### src/rtl/tlb_op_ctrl.sv
// CP0 TLB instruction sequencer (TLBP/TLBR/TLBWI/TLBWR) plus the CP0 Random counter.
// Optional feature: define TLB_OP_FLUSH_EN to insert a one-cycle MMU flush after each TLB write.
module tlb_op_ctrl #(
    parameter int  TLB_ENTRIES = 16,
    parameter int  ENTRY_W     = 90,
    localparam int IDX_W       = $clog2(TLB_ENTRIES)
) (
    input  logic               clk,
    input  logic               reset,
    input  logic               op_valid,
    input  logic [1:0]         op_type,
    output logic               op_ready,
    output logic               busy,
    input  logic [IDX_W-1:0]   cp0_index,
    input  logic [IDX_W-1:0]   cp0_wired,
    input  logic               cp0_wired_we,
    input  logic [31:0]        cp0_entry_hi,
    input  logic [ENTRY_W-1:0] cp0_entry_wdata,
    output logic [IDX_W-1:0]   random,
    output logic               done,
    output logic [IDX_W:0]     probe_index,
    output logic [ENTRY_W-1:0] read_entry,
    output logic [IDX_W-1:0]   tlbrw_index,
    output logic               tlbrw_we,
    output logic [ENTRY_W-1:0] tlbrw_wdata,
    input  logic [ENTRY_W-1:0] tlbrw_rdata,
    output logic [31:0]        tlbp_entry_hi,
    input  logic [IDX_W:0]     tlbp_index,
    output logic               mmu_flush
);

    localparam logic [1:0]       OP_TLBP  = 2'b00;
    localparam logic [1:0]       OP_TLBR  = 2'b01;
    localparam logic [1:0]       OP_TLBWR = 2'b11;
    localparam logic [IDX_W-1:0] RAND_TOP = IDX_W'(TLB_ENTRIES - 1);

    typedef enum logic [2:0] {IDLE, PROBE, READ, WRITE, FLUSH, DONE} state_e;

    state_e             state_q, state_d;
    logic [1:0]         op_q, op_d;
    logic [IDX_W-1:0]   idx_q, idx_d;
    logic [IDX_W-1:0]   random_q, random_d;
    logic [31:0]        hi_q, hi_d;
    logic [ENTRY_W-1:0] wdata_q, wdata_d;
    logic [ENTRY_W-1:0] rentry_q, rentry_d;
    logic [IDX_W:0]     pidx_q, pidx_d;
    logic               accept;

    assign op_ready = (state_q == IDLE);
    assign accept   = op_valid && op_ready;

    always_comb begin
        // NOTE: every signal gets its hold value first so no path can infer a latch.
        state_d = state_q;
        case (state_q)
            IDLE: begin
                if (accept) begin
                    case (op_type)
                        OP_TLBP: state_d = PROBE;
                        OP_TLBR: state_d = READ;
                        default: state_d = WRITE;
                    endcase
                end
            end
            PROBE:   state_d = DONE;
            READ:    state_d = DONE;
`ifdef TLB_OP_FLUSH_EN
            WRITE:   state_d = FLUSH;
`else
            WRITE:   state_d = DONE;
`endif
            FLUSH:   state_d = DONE;
            DONE:    state_d = IDLE;
            default: state_d = IDLE;
        endcase
    end

    always_comb begin
        op_d     = op_q;
        idx_d    = idx_q;
        hi_d     = hi_q;
        wdata_d  = wdata_q;
        pidx_d   = pidx_q;
        rentry_d = rentry_q;
        if (accept) begin
            op_d    = op_type;
            idx_d   = (op_type == OP_TLBWR) ? random_q : cp0_index;
            hi_d    = cp0_entry_hi;
            wdata_d = cp0_entry_wdata;
        end
        if (state_q == PROBE && op_q == OP_TLBP) pidx_d = tlbp_index;
        if (state_q == READ && op_q == OP_TLBR) rentry_d = tlbrw_rdata;
    end

    // Wired write wins; a Wired at or above the top entry pins Random at the top.
    always_comb begin
        random_d = random_q - 1'b1;
        if (cp0_wired_we || cp0_wired >= RAND_TOP || random_q == cp0_wired) begin
            random_d = RAND_TOP;
        end
    end

    always_ff @(posedge clk) begin
        if (!reset) begin
            state_q  <= IDLE;
            op_q     <= OP_TLBP;
            idx_q    <= '0;
            random_q <= RAND_TOP;
            hi_q     <= '0;
            wdata_q  <= '0;
            pidx_q   <= '0;
            rentry_q <= '0;
        end else begin
            state_q  <= state_d;
            op_q     <= op_d;
            idx_q    <= idx_d;
            random_q <= random_d;
            hi_q     <= hi_d;
            wdata_q  <= wdata_d;
            pidx_q   <= pidx_d;
            rentry_q <= rentry_d;
        end
    end

    // Strobes are gated by reset so a reset landing mid-op never commits a write.
    assign busy          = (state_q != IDLE);
    assign done          = (state_q == DONE);
    assign tlbrw_we      = (state_q == WRITE) && reset;
`ifdef TLB_OP_FLUSH_EN
    assign mmu_flush     = (state_q == FLUSH) && reset;
`else
    assign mmu_flush     = 1'b0;
`endif
    assign random        = random_q;
    assign probe_index   = pidx_q;
    assign read_entry    = rentry_q;
    assign tlbrw_index   = idx_q;
    assign tlbrw_wdata   = wdata_q;
    assign tlbp_entry_hi = hi_q;

endmodule

### config.mk
export PLATFORM = sky130hd
export DESIGN_NAME = tlb_op_ctrl
export DESIGN_NICKNAME = d
export VERILOG_FILES = /design/src/rtl/tlb_op_ctrl.sv
export SDC_FILE = /design/constraint.sdc
export NUM_CORES = 1
export LEC_CHECK = 0
export BUFFER_PORTS_ARGS = -buffer_cell sky130_fd_sc_hd__buf_4
export CORE_AREA = 2 2 178 180
export CTS_BUF_LIST = sky130_fd_sc_hd__clkbuf_2 sky130_fd_sc_hd__clkbuf_4 sky130_fd_sc_hd__clkbuf_8
export CTS_CLUSTER_DIAMETER = 30
export DETAILED_ROUTE_END_ITERATION = 16
export DIE_AREA = 0 0 180 182
export MAX_ROUTING_LAYER = met4
export SLEW_MARGIN = 20
export SYNTH_ARGS = -nofsm -noshare
export SYNTH_HDL_FRONTEND = slang
export SYNTH_SLANG_ARGS = --single-unit
export TNS_END_PERCENT = 50
### constraint.sdc
create_clock -name clk -period 3.8 [get_ports clk]
set_input_delay 0.19 -clock clk [delete_from_list [all_inputs] [get_ports clk]]
set_output_delay 0.19 -clock clk [all_outputs]
set_load 0.01 [all_outputs]
==> run_results.csv <==
group,metric,value,unit
outcome,status,"finished clean",
global_routing,grt_max_degree,124,
placed_design,dp_hpwl,20630,µm
sta,tns,0,ns
power,pwr-share-comb,15.0,%
critical_path,slowest_stage,"nor4b_4",
clocking,numClockSinks,230,
finish,final_cell_mix,"465 x buf_4, 254 x nand2_1, 231 x dlygate4sd3_1",
global_routing,first_global_vias,10180,
finish,drive_above_1_share,33.41,%
synth,synth_edf_count,0,
route,routedWlPerCell,15.71,µm
die,std_cell_rows,65,
sta,slew_headroom,32.28,%
sta,setup_slack,1.164,ns
synth,syn-cell-area,0.008407,mm²
route,drc_errors,0,
critical_path,crit_chain,"nor4b_4, buf_12, nor2_1, a311oi_1, dlygate4sd3_1",
critical_path,rr_startpoint,"state_q[2]",
die,num_io_pins,461,
synth,synth.ff_latch_count,230,
placed_design,routabilityCongestion,0.8131,
route,final_antenna_net_count,0,
clocking,cts_max_level,2,
sta,final.min_clock_period,2.636,ns
worst_hold_path,whs_path_depth,4,
critical_path,required,4.31,ns
route,vias,10120,
critical_path,crit_fanout,123,
power,irDropWorstVdd,341.8,µV
critical_path,setup.worst_path.class,"reg2reg",
sta,finClkSkew,0.01950,ns
synth,synth_area_leaders,"dfxtp_1 55%, a21oi_1 13%, nand2_1 11%",
synth,yosys.area.top_type,"dfxtp_1",
finish,n_fill_cell,2782,
route,viasPerCell,4.703,
sta,hold_viol,0,
die,core,0.03099,mm²
power,switchingPower,1.898,mW
die,dieArea,0.03276,mm²
synth,synth.top_cell.area_share,54.77,%
critical_path,cpPeakStageDelay,0.68,ns
synth,synth_seq_area_share,54.77,%
finish,layout.nets,1932,
finish,final_common_cell,"buf_4",
clocking,clock_path_buffers,3,
critical_path,rr_worst_depth,5,
critical_path,end_kind,"register",
clocking,clk_latency,0.57,ns
power,p_clk_share,50.5,%
critical_path,crit_family,"buffers and inverters",
route,first_pass_iters,5,
power,p_per_area,480.3,mW/mm²
global_routing,grt_use_total,20.11,%
finish,fin_cells,2152,
synth,async_reset_ff_share,0,%
sta,fmax,379.4,MHz
global_routing,grt_pass1_wl,52990,µm
synth,syn_area_per_cell,8.091,µm²
synth,synthCells,1039,
critical_path,cp_num_buf_inv,2,
die,die_y,182,µm
sta,drv_slew,0,
synth,synthesis.nets,1271,
placed_design,place_inst,1812,
global_routing,grt_overflow,0,
synth,yosys_warnings,0,
clocking,root_buffer,"clkbuf_8",
die,die-width,180,µm
critical_path,crit_arrival,3.15,ns
sta,setup_violations,0,
critical_path,reg2reg_slack,1.16,ns
power,p_seq_share,34.5,%
placed_design,pre_cts_slack,1.566,ns
critical_path,reg2reg_to,"tlbrw_index[0]",
power,leakage,6.729,nW
worst_hold_path,hold_end,"random[2]",
sta,worst-slew-pin-transition,1.016,ns
critical_path,critPathLaunchType,"register",
clocking,postCtsResizedCells,0,
clocking,path_clk_slew,0.06,ns
route,drt_wl_total,33810,µm
placed_design,port_buffers,459,
route,drt_iter0_drc,571,
global_routing,grt_antenna_before_repair,2,
sta,grt_setup_unrepaired,"false",
worst_hold_path,hold_start,"cp0_wired[1]",
finish,area_delta_synth_final,88.39,%
clocking,cts_setup_buffers,0,
power,p_int,5.709,mW
job,cap_violations,0,
synth,synthFlopType,"dfxtp_1",
sta,min_period_over_period,69.36,%
power,fin_total_pwr,7.607,mW
power,p_sw_share,24.95,%
clocking,cts_made_buffers,57,
die,initial_utilization,27.13,%
synth,synth.distinct_cells,30,
worst_hold_path,hold_path_class,"in2reg",
clocking,cts_tree,"built",
## timing repair
item                                    4_1_cts  5_1_grt
hold buffers                                231        0
endpoints found under the setup margin        0        0
endpoints found under the hold margin       230        0
## power groups by stage
stage	Sequential, mW	Combinational, mW	Clock [mW]
floorplan	2.71	0.402	0
global placement	2.67	0.926	0
detailed placement	2.68	0.931	0
CTS	2.63	1.13	3.93
global route	2.64	1.23	4.05
finish	2.63	1.14	3.84
## cell type report
class | instances | area [µm²] | share of cell area [%]
multi-input cells | 706 | 3337 | 21.07
well taps | 402 | 503.0 | 3.176
clock buffers | 75 | 982.2 | 6.202
repair buffers | 699 | 5863 | 37.02
flip-flops and latches | 230 | 4608 | 29.10
diodes | 2 | 5.005 | 0.03160
inverters | 6 | 27.53 | 0.1738
clock inverters | 32 | 511.7 | 3.231
## synth_stat cells, types with 2 or more instances
library cell,n
clkbuf_2,3
inv_1,4
or4b_1,2
nor3_1,2
buf_6,7
xnor2_1,6
inv_2,2
o21ai_1,47
buf_2,28
nor2_1,5
nand2_1,254
and3_1,2
a21oi_1,220
clkbuf_1,52
o21ai_0,51
nand3_1,98
a311oi_1,4
dfxtp_1,230
buf_1,6
nand3b_1,5
nor4b_1,2
## stage by stage
step / hold slack (ns) / utilization [%] / area (µm²)
final: 0.03831 / 51.11 / 15840
after global routing: 0.03110 / 51.11 / 15840
after CTS: 0.007881 / 51.08 / 15830
after detailed placement: 0.4441 / 38.79 / 12020
after global placement: 0.4345 / 38.79 / 12020
after floorplan: 0.3061 / - / 8407
## worst max path at each step
stage	from	end	slack [ns]	cells after the start
2_1_floorplan	state_q[0]	tlbrw_wdata[23]	2.23	7
3_3_place_gp	state_q[2]	tlbrw_wdata[13]	1.63	4
3_5_place_dp	state_q[2]	tlbrw_wdata[25]	1.57	4
4_1_cts	state_q[2]	tlbrw_index[0]	1.19	5
5_1_grt	state_q[2]	tlbrw_index[3]	1.03	5
6_report	state_q[2]	tlbrw_index[0]	1.16	5
## logic make-up after synthesis
group                    after synthesis  share of synthesized area, %
other                                  1                       0.04461
XOR/XNOR                               6                        0.6251
adder cells (fa/ha/maj)                1                        0.1488
AND/OR/NAND/NOR                      376                         19.33
flip-flops                           230                         54.77
buffers and inverters                103                         5.730
AO/OA/AOI/OAI                        322                         19.35
## per-layer routing
metal / global-route usage, % / vias to the layer above / routed length [µm]
met3: 5.195 / 114 / 2614
met5: - / - / 0
met1: 22.69 / 4681 / 13390
met4: 9.463 / 0 / 1449
met2: 33.35 / 468 / 16350
li1: - / 4857 / -
## worst reg2reg max path, cell delays in order (launching register included)
cell           delay, ns
dfxtp_1             0.41
nor4b_4             0.68
buf_12              0.45
nor2_1              0.26
a311oi_1            0.24
dlygate4sd3_1       0.57
## registers in the layout (all words and copies together) (netlist names)
name           flops
probe_index        5
tlbp_entry_hi     32
read_entry        90
op_q               2
random             4
tlbrw_index        4
tlbrw_wdata       90
state_q            3
Note: power is estimated with default switching activity, not from simulation.
